`config.mk`:
```
export PLATFORM = sky130hd
export DESIGN_NAME = uart_parity_odd_tx
export DESIGN_NICKNAME = d
export VERILOG_FILES = /design/src/rtl/uart_parity_odd_tx.sv
export SDC_FILE = /design/constraint.sdc
export NUM_CORES = 1
export LEC_CHECK = 0
export BUFFER_PORTS_ARGS = -buffer_cell sky130_fd_sc_hd__buf_2
export CAP_MARGIN = 40
export CORE_AREA = 2 2 53 65
export DETAILED_ROUTE_END_ITERATION = 6
export DIE_AREA = 0 0 55 67
export GPL_ROUTABILITY_DRIVEN = 0
export PLACE_DENSITY = 0.72
export RECOVER_POWER = 50
export SLEW_MARGIN = 20
export SYNTH_ARGS = -nofsm -noshare
export SYNTH_HDL_FRONTEND = slang
export SYNTH_SLANG_ARGS = --single-unit
```
`constraint.sdc`:
```
create_clock -name clk -period 2.93 [get_ports clk]
set_input_delay 0.1465 -clock clk [delete_from_list [all_inputs] [get_ports clk]]
set_output_delay 0.1465 -clock clk [all_outputs]
set_load 0.05 [all_outputs]
```
`src/rtl/uart_parity_odd_tx.sv`:
```
// Odd-parity UART transmitter.
// Frames are start(1), data LSB-first, parity (~^data), STOP_BITS x 1. The idle line level is 0.
// A one-word holding buffer lets the next frame start in the cycle right after the last stop bit.
//
// state    | meaning
// ---------+--------------------------------------------------------------
// S_IDLE   | line at 0, waiting for a word
// S_START  | start bit (1) on the line
// S_DATA   | data bit r_cnt on the line (0..DATA_W-1)
// S_PARITY | odd parity bit on the line
// S_STOP   | stop bit r_cnt on the line (0..STOP_BITS-1)
module uart_parity_odd_tx #(
    parameter int DATA_W    = 8,
    parameter int STOP_BITS = 1
) (
    input  logic              clk,
    input  logic              reset,
    input  logic [DATA_W-1:0] in_data,
    input  logic              in_valid,
    output logic              in_ready,
    output logic              signal,
    output logic              busy,
    output logic              frame_done
);

    localparam int CNT_MAX = (DATA_W > STOP_BITS) ? DATA_W : STOP_BITS;
    localparam int CNT_W   = $clog2(CNT_MAX + 1);

    typedef enum logic [2:0] {
        S_IDLE,
        S_START,
        S_DATA,
        S_PARITY,
        S_STOP
    } state_t;

    state_t            r_state;
    state_t            w_state_nxt;
    logic [DATA_W-1:0] r_shift;
    logic [DATA_W-1:0] w_shift_nxt;
    logic [DATA_W-1:0] r_buf;
    logic [DATA_W-1:0] w_buf_nxt;
    logic              r_buf_full;
    logic              w_buf_full_nxt;
    logic              r_par;
    logic              w_par_nxt;
    logic              r_sig;
    logic              w_sig_nxt;
    logic [CNT_W-1:0]  r_cnt;
    logic [CNT_W-1:0]  w_cnt_nxt;
    logic              w_xfer;
    logic              w_last_data;
    logic              w_last_stop;

    // Ready depends only on buffer occupancy and reset, never on in_valid.
    assign in_ready    = !r_buf_full && !reset;
    assign w_xfer      = in_valid && in_ready;
    assign w_last_data = (r_cnt == CNT_W'(DATA_W - 1));
    assign w_last_stop = (r_state == S_STOP) && (r_cnt == CNT_W'(STOP_BITS - 1));

    assign signal     = r_sig;
    assign busy       = (r_state != S_IDLE);
    assign frame_done = w_last_stop;

    // Next-state, next line bit and buffer bookkeeping.
    // r_sig is loaded with the bit belonging to the state being entered,
    // so the line bit changes on the same edge as the state.
    always_comb begin
        w_state_nxt    = r_state;
        w_shift_nxt    = r_shift;
        w_buf_nxt      = r_buf;
        w_buf_full_nxt = r_buf_full;
        w_par_nxt      = r_par;
        w_sig_nxt      = r_sig;
        w_cnt_nxt      = r_cnt;

        case (r_state)
            S_IDLE: begin
                w_sig_nxt = 1'b0;
                if (w_xfer) begin
                    w_shift_nxt = in_data;
                    w_par_nxt   = ~^in_data;
                    w_sig_nxt   = 1'b1;
                    w_state_nxt = S_START;
                end
            end
            S_START: begin
                w_sig_nxt   = r_shift[0];
                w_shift_nxt = r_shift >> 1;
                w_cnt_nxt   = '0;
                w_state_nxt = S_DATA;
            end
            S_DATA: begin
                if (w_last_data) begin
                    w_sig_nxt   = r_par;
                    w_state_nxt = S_PARITY;
                end else begin
                    w_sig_nxt   = r_shift[0];
                    w_shift_nxt = r_shift >> 1;
                    w_cnt_nxt   = r_cnt + CNT_W'(1);
                end
            end
            S_PARITY: begin
                w_sig_nxt   = 1'b1;
                w_cnt_nxt   = '0;
                w_state_nxt = S_STOP;
            end
            S_STOP: begin
                if (!w_last_stop) begin
                    w_sig_nxt = 1'b1;
                    w_cnt_nxt = r_cnt + CNT_W'(1);
                end else if (r_buf_full) begin
                    w_shift_nxt    = r_buf;
                    w_par_nxt      = ~^r_buf;
                    w_buf_full_nxt = 1'b0;
                    w_sig_nxt      = 1'b1;
                    w_state_nxt    = S_START;
                end else if (w_xfer) begin
                    // Word arriving on the last stop edge bypasses the buffer.
                    w_shift_nxt = in_data;
                    w_par_nxt   = ~^in_data;
                    w_sig_nxt   = 1'b1;
                    w_state_nxt = S_START;
                end else begin
                    w_sig_nxt   = 1'b0;
                    w_state_nxt = S_IDLE;
                end
            end
            default: begin
                w_sig_nxt   = 1'b0;
                w_state_nxt = S_IDLE;
            end
        endcase

        // Words taken mid-frame park in the holding buffer.
        if (w_xfer && (r_state != S_IDLE) && !w_last_stop) begin
            w_buf_nxt      = in_data;
            w_buf_full_nxt = 1'b1;
        end
    end

    // State and datapath registers; reset aborts any frame and drops the buffer.
    always_ff @(posedge clk) begin
        if (reset) begin
            r_state    <= S_IDLE;
            r_shift    <= '0;
            r_buf      <= '0;
            r_buf_full <= 1'b0;
            r_par      <= 1'b0;
            r_sig      <= 1'b0;
            r_cnt      <= '0;
        end else begin
            r_state    <= w_state_nxt;
            r_shift    <= w_shift_nxt;
            r_buf      <= w_buf_nxt;
            r_buf_full <= w_buf_full_nxt;
            r_par      <= w_par_nxt;
            r_sig      <= w_sig_nxt;
            r_cnt      <= w_cnt_nxt;
        end
    end

endmodule

```
==> results_dict.tcl, run 1 <==
set metrics [dict create \
    ff2ff_path_depth 7 \
    r2r_end "r_par" \
    synth_top_area_share_pct 32.2 \
    insertion_delay_ns 0.32 \
    io_buffers 14 \
    routedWlPerCell_microns 15.0 \
    postCtsHoldBufs 0 \
    track_usage_pct 21.7 \
    synth_largest_area_cell "dfxtp_1" \
    synth_async_sr_flop_share_pct 0 \
    start_util_pct 53.4 \
    synthDistinctLibCells 47 \
    fin_worst_hold_slack_ns 0.0728 \
    rsz0062_at_grt "false" \
    synth_mux_area_share_pct 0 \
    crit_fanout 12 \
    overflow 0 \
    synthAdderAreaFrac_pct 1.55 \
    min_from "in_data[5]" \
    antenna_cells 0 \
    p_total_uw 816 \
    clock.fmax_ghz 0.443 \
    setup_viol 0 \
    crit_required_ns 3.22 \
    power.internal_uw 585 \
    antenna_found_initial 0 \
    finalNetCount 216 \
    drive_gt1_share_pct 13.9 \
    tritoncts "yes" \
    multi_input_area_sq_um 967 \
    slew_violations 0 \
    powerDensity_nw_per_um2 485 \
    irDropWorstVdd_mv 0.288 \
    maxSlewHeadroom_pct 48.3 \
    p_sw_share_pct 28.3 \
    drt-initial-drc-count 33 \
    drt-total-wl_microns 3580 \
    clockPowerShare_pct 30.3 \
    p_switching_uw 231 \
    cts_resized 0 \
    place_ws_ns 0.972 \
    syn_area_sq_um 1620 \
    cts-root-buf "clkbuf_4" \
    synth-edff-count 0 \
    r2r_slack_ns 0.67 \
    cts.sinks 26 \
    synth-compound-area-share_pct 33.1 \
    timing.rr.start "r_cnt[0]" \
    io_pins 15 \
    firstDrtPassIters 4 \
    htreeDepth 1 \
    critPathLaunchType "flop" \
    die_y_microns 67 \
    fin_tns_setup_ns 0 \
    finClkSkew_ns 0.00801 \
    synth_area_leaders "dfxtp_1 32%, o21ai_0 7.7%, xnor2_1 7.6%, a21oi_1 6.8%, nand2_1 3.3%" \
    dp_hpwl_microns 2610 \
    period_share_pct 77.0 \
    min_period_ns 2.26 \
    synth_common_cells "26 x dfxtp_1, 25 x o21ai_0, 22 x a21oi_1" \
    path_clk_slew_ns 0.15 \
    synth_top_family_by_area "compound AO/OA/AOI/OAI gates" \
    final_area_sq_um 1680 \
    synthCells 194 \
    synth-main-ff-cell "dfxtp_1" \
    synth_area_per_cell_sq_um 8.33 \
    fp-row-count 22 \
    critical_path_arrival_ns 2.54 \
    grt_first_pass_wirelength_microns 5880 \
    vias 1429 \
    cts_setup_buffers 0 \
    hold-path-endpoint "r_buf[5]" \
    yosys.area_share.simple_pct 17.8 \
    antenna_left 0 \
    p_leak_nw 0.583 \
    grt_max_degree 27 \
    ys_seq_area_share_pct 32.2 \
    ys_warn_count 0 \
    worst_setup_path_end_kind "flop" \
    path_class "flop to flop" \
    dieArea_sq_um 3690 \
    clk_path_buf_depth 2 \
    p_seq_share_pct 48.8 \
    status "completed" \
    synth_xor_xnor_area_share_pct 8.67 \
    worst_slack_ns 0.674 \
    grt_pass1_vias 1319 \
    die_w_microns 55 \
    syn_nets 207 \
    finalHoldViolations 0 \
    regArea_sq_um 520 \
    cts_buffers 3 \
    synth.most_common_cell "dfxtp_1" \
    tightest_slew_ns 0.774 \
    cap_violations 0 \
    drc 0 \
    ys_seq_elements 26 \
    core_area_sq_um 3030 \
    avgViaCountPerCell 6.00 \
    hold_depth 3 \
    area_growth_syn_to_layout_pct 3.95 \
    hold_path_class "input port to flop" \
    combPwrFrac_pct 20.9 \
    fillers 311 \
    placed_area_sq_um 1650 \
]
==> worst max path at each step <==
stage,start,to,slack [ns],cells after the start
2_1_floorplan,r_buf_full,r_buf[0],0.88,6
3_3_place_gp,r_cnt[0],r_buf_full,1.01,7
3_5_place_dp,r_cnt[0],r_par,0.97,7
4_1_cts,r_cnt[0],r_par,0.93,7
5_1_grt,r_cnt[0],r_buf_full,0.50,7
6_report,r_cnt[0],r_par,0.67,7
==> area by class of cell <==
type	count	area share, %
Multi-Input combinational cell	151	57.6
Sequential cell	26	31.0
Timing Repair Buffer	15	4.32
Tap cell	36	2.68
Clock inverter	1	1.79
Clock buffer	3	1.34
Inverter	6	1.34
==> flip-flops by register name (all words and copies together) (netlist names) <==
| register | flops |
|---|---|
| r_buf | 8 |
| r_par | 1 |
| r_buf_full | 1 |
| r_shift | 8 |
| signal | 1 |
| r_cnt | 4 |
| r_state | 3 |
==> layer usage <==
metal	track usage, %	wire [microns]
met5	0	0
met4	9.76	75
met3	2.24	103
met2	38.1	1860
met1	25.4	1540
==> per-stage QoR <==
stage               util [%]  instances
floorplan                  -        194
global placement        54.6        234
detailed placement      54.6        234
CTS                     56.4        238
global route            55.5        238
finish                  55.5        238
==> placed cells by master, fill, tap and decap left out, types with 2 or more instances in the layout <==
master and instances:
a21oi_1 22, a21oi_2 2, a221oi_2 2, a22oi_1 6, a31oi_1 6, buf_2 10, clkbuf_1 4, clkbuf_4 3
dfxtp_1 26, ha_1 2, inv_1 6, nand2_1 15, nand3_1 6, nand3b_1 2, nor2_1 14, o21a_1 6
o21ai_0 25, or3_1 3, xnor2_1 14, xor2_1 2
==> critical path, cell delays in order (launching register included) <==
cell      delay [ns]
dfxtp_1         0.36
inv_1           0.10
ha_1            0.18
or3b_1          0.40
a21boi_1        0.65
nor2_1          0.09
a311oi_1        0.29
o21a_1          0.15
==> power by group through the flow <==
stage	Combinational (mW)	Sequential, mW	Clock [mW]
5_1_grt	0.189	0.401	0.268
4_1_cts	0.178	0.398	0.254
3_3_place_gp	0.172	0.405	0
3_5_place_dp	0.177	0.405	0
6_report	0.171	0.398	0.247
2_1_floorplan	0.150	0.397	0
==> cell families after synthesis <==
family / count (synthesis)
buffers and inverters: 17
AO/OA/AOI/OAI: 79
adder cells (fa/ha/maj): 2
flip-flops: 26
XOR/XNOR: 16
AND/OR/NAND/NOR: 54
Note: power is estimated with default switching activity, not from simulation.
==> run 2: changes to the inputs <==
ABC_AREA = 1   (was not set)
CORE_AREA = 2 2 55 68   (was 2 2 53 65)
DIE_AREA = 0 0 57 70   (was 0 0 55 67)
PLACE_DENSITY = 0.71   (was 0.72)
clock period = 2.2 ns   (was 2.93 ns; I/O delays follow)
==> results_dict.tcl, run 2 <==
set metrics [dict create \
    placed_area_sq_um 1840 \
    place_inst 321 \
    synth_async_sr_flop_share_pct 0 \
    dp_hpwl_microns 3050 \
    io_buffers 14 \
    synth_top_area_share_pct 29.8 \
    cts_resized 0 \
    drt-total-wl_microns 3910 \
    firstDrtPassIters 4 \
    drc 0 \
    finalNetCount 300 \
    finClkSkew_ns 0.00410 \
    synth-main-ff-cell "dfxtp_1" \
    synth_area_per_cell_sq_um 6.40 \
    syn_area_sq_um 1750 \
    fin_tns_setup_ns 0 \
    grt_pass1_vias 1524 \
    critical_path_arrival_ns 2.08 \
    ys_seq_area_share_pct 29.8 \
    fin_worst_hold_slack_ns 0.167 \
    ys_seq_elements 26 \
    track_usage_pct 21.3 \
    cts.sinks 26 \
    start_util_pct 51.1 \
    min_period_ns 1.88 \
    cts_buffers 3 \
    final_common_cell "nand2_1" \
    powerDensity_nw_per_um2 1230 \
    grt_max_degree 17 \
    rsz0062_at_grt "false" \
    path_clk_slew_ns 0.09 \
    dieArea_sq_um 3990 \
    synth-edff-count 0 \
    die_y_microns 70 \
    tightest_slew_ns 0.594 \
    critPathLaunchType "flop" \
    crit_required_ns 2.40 \
    routedWlPerCell_microns 12.0 \
    drt-initial-drc-count 36 \
    crit_fanout 8 \
    hold_path_class "input port to flop" \
    antenna_left 0 \
    synth_area_leaders "dfxtp_1 30%, nand2_1 17%, inv_1 9.2%, o21ai_0 6.9%, nor2_1 4.9%" \
    fin_util_pct 54.5 \
    finalHoldViolations 0 \
    htreeDepth 1 \
    synth_largest_area_cell "dfxtp_1" \
    syn_nets 286 \
    synth.most_common_cell "nand2_1" \
    largestRegisters "r_buf (8), r_shift (8), r_cnt (4)" \
    irDropWorstVdd_mv 1.04 \
    path_class "flop to flop" \
    synth_common_cells "80 x nand2_1, 43 x inv_1, 26 x dfxtp_1" \
    avgViaCountPerCell 5.26 \
    core_area_sq_um 3420 \
    vias 1709 \
    die_w_microns 57 \
    layout_common_cells "82 x nand2_1, 43 x inv_1, 26 x dfxtp_1" \
    p_total_mw 2.30 \
    antenna_cells 0 \
    tritoncts "yes" \
    synthCells 273 \
    setup_viol 0 \
    final_area_sq_um 1870 \
    worst_slack_ns 0.320 \
    postCtsHoldBufs 0 \
    io_pins 15 \
    area_growth_syn_to_layout_pct 6.80 \
    cap_violations 0 \
    slew_violations 0 \
    worst_setup_path_end_kind "flop" \
    cts-root-buf "clkbuf_8" \
    synthDistinctLibCells 29 \
    clock.fmax_ghz 0.532 \
    grt_first_pass_wirelength_microns 6780 \
    fp-row-count 24 \
    clk_path_buf_depth 2 \
    place_ws_ns 0.507 \
    drive_gt1_share_pct 9.09 \
    maxSlewHeadroom_pct 60.5 \
    status "completed" \
    final_cells 325 \
    period_share_pct 85.5 \
    insertion_delay_ns 0.27 \
    antenna_found_initial 0 \
    p_leak_nw 0.849 \
    ys_warn_count 0 \
    overflow 0 \
    cts_setup_buffers 0 \
]
==> run 2: cell types whose count changed after synthesis, moves of 6 or more <==
cell,delta
a22oi_1,-6
a31oi_1,-6
inv_1,+37
nand2_1,+66
nor2_1,+9
nor3_1,+9
o21a_1,-6
o22ai_1,+8
xnor2_1,-14
==> run 2: critical path, stage by stage (launching register included) <==
cell	delay [ns]
dfxtp_1	0.40
nor2_8	0.24
nand2_4	0.09
inv_4	0.07
nand2_1	0.22
nand2_8	0.18
o211ai_1	0.25
o21ai_1	0.18
nor3b_1	0.17
==> run 2: layout make-up <==
cell class                      count  area [sq um]
Clock buffer                        3          41.3
Multi-Input combinational cell    196           982
Tap cell                           39          48.8
Timing Repair Buffer               15          72.6
Sequential cell                    26           520
Clock inverter                      1          30.0
Inverter                           45           171
Fill cell                         376          1560
==> run 2: power by group <==
group          switching [mW]  leakage, nW  internal, mW
Clock                   0.157       0.0357         0.244
Sequential              0.120        0.212         0.607
Combinational           0.769        0.601         0.401
==> run 2: final timing paths <==
| path | from | endpoint | slack [ns] | cells after the start |
|---|---|---|---|---|
| worst min-delay path | in_data[7] | r_buf[7] | 0.17 | 3 |
| worst min register to register | r_par | r_par | 0.48 | 2 |
| worst max-delay path | r_state[1] | r_cnt[3] | 0.32 | 8 |
| worst max register to register | r_state[1] | r_cnt[3] | 0.32 | 8 |
==> run 2: cell families (layout without fill, tap and decap cells) <==
logic type	Yosys count	count (layout)	share of synthesized area, %
buffers and inverters	51	64	12.0
adder cells (fa/ha/maj)	2	2	1.43
flip-flops	26	26	29.8
AO/OA/AOI/OAI	61	61	22.7
XOR/XNOR	1	1	0.501
AND/OR/NAND/NOR	132	132	33.6
==> run 2: layer usage <==
| layer | GRT usage [%] | up-vias | wire, microns |
|---|---|---|---|
| met1 | 25.8 | 763 | 1700 |
| met3 | 2.78 | 7 | 113 |
| met5 | 0 | - | 0 |
| met4 | 7.49 | 0 | 70 |
| met2 | 37.8 | 34 | 2030 |
| li1 | - | 905 | - |
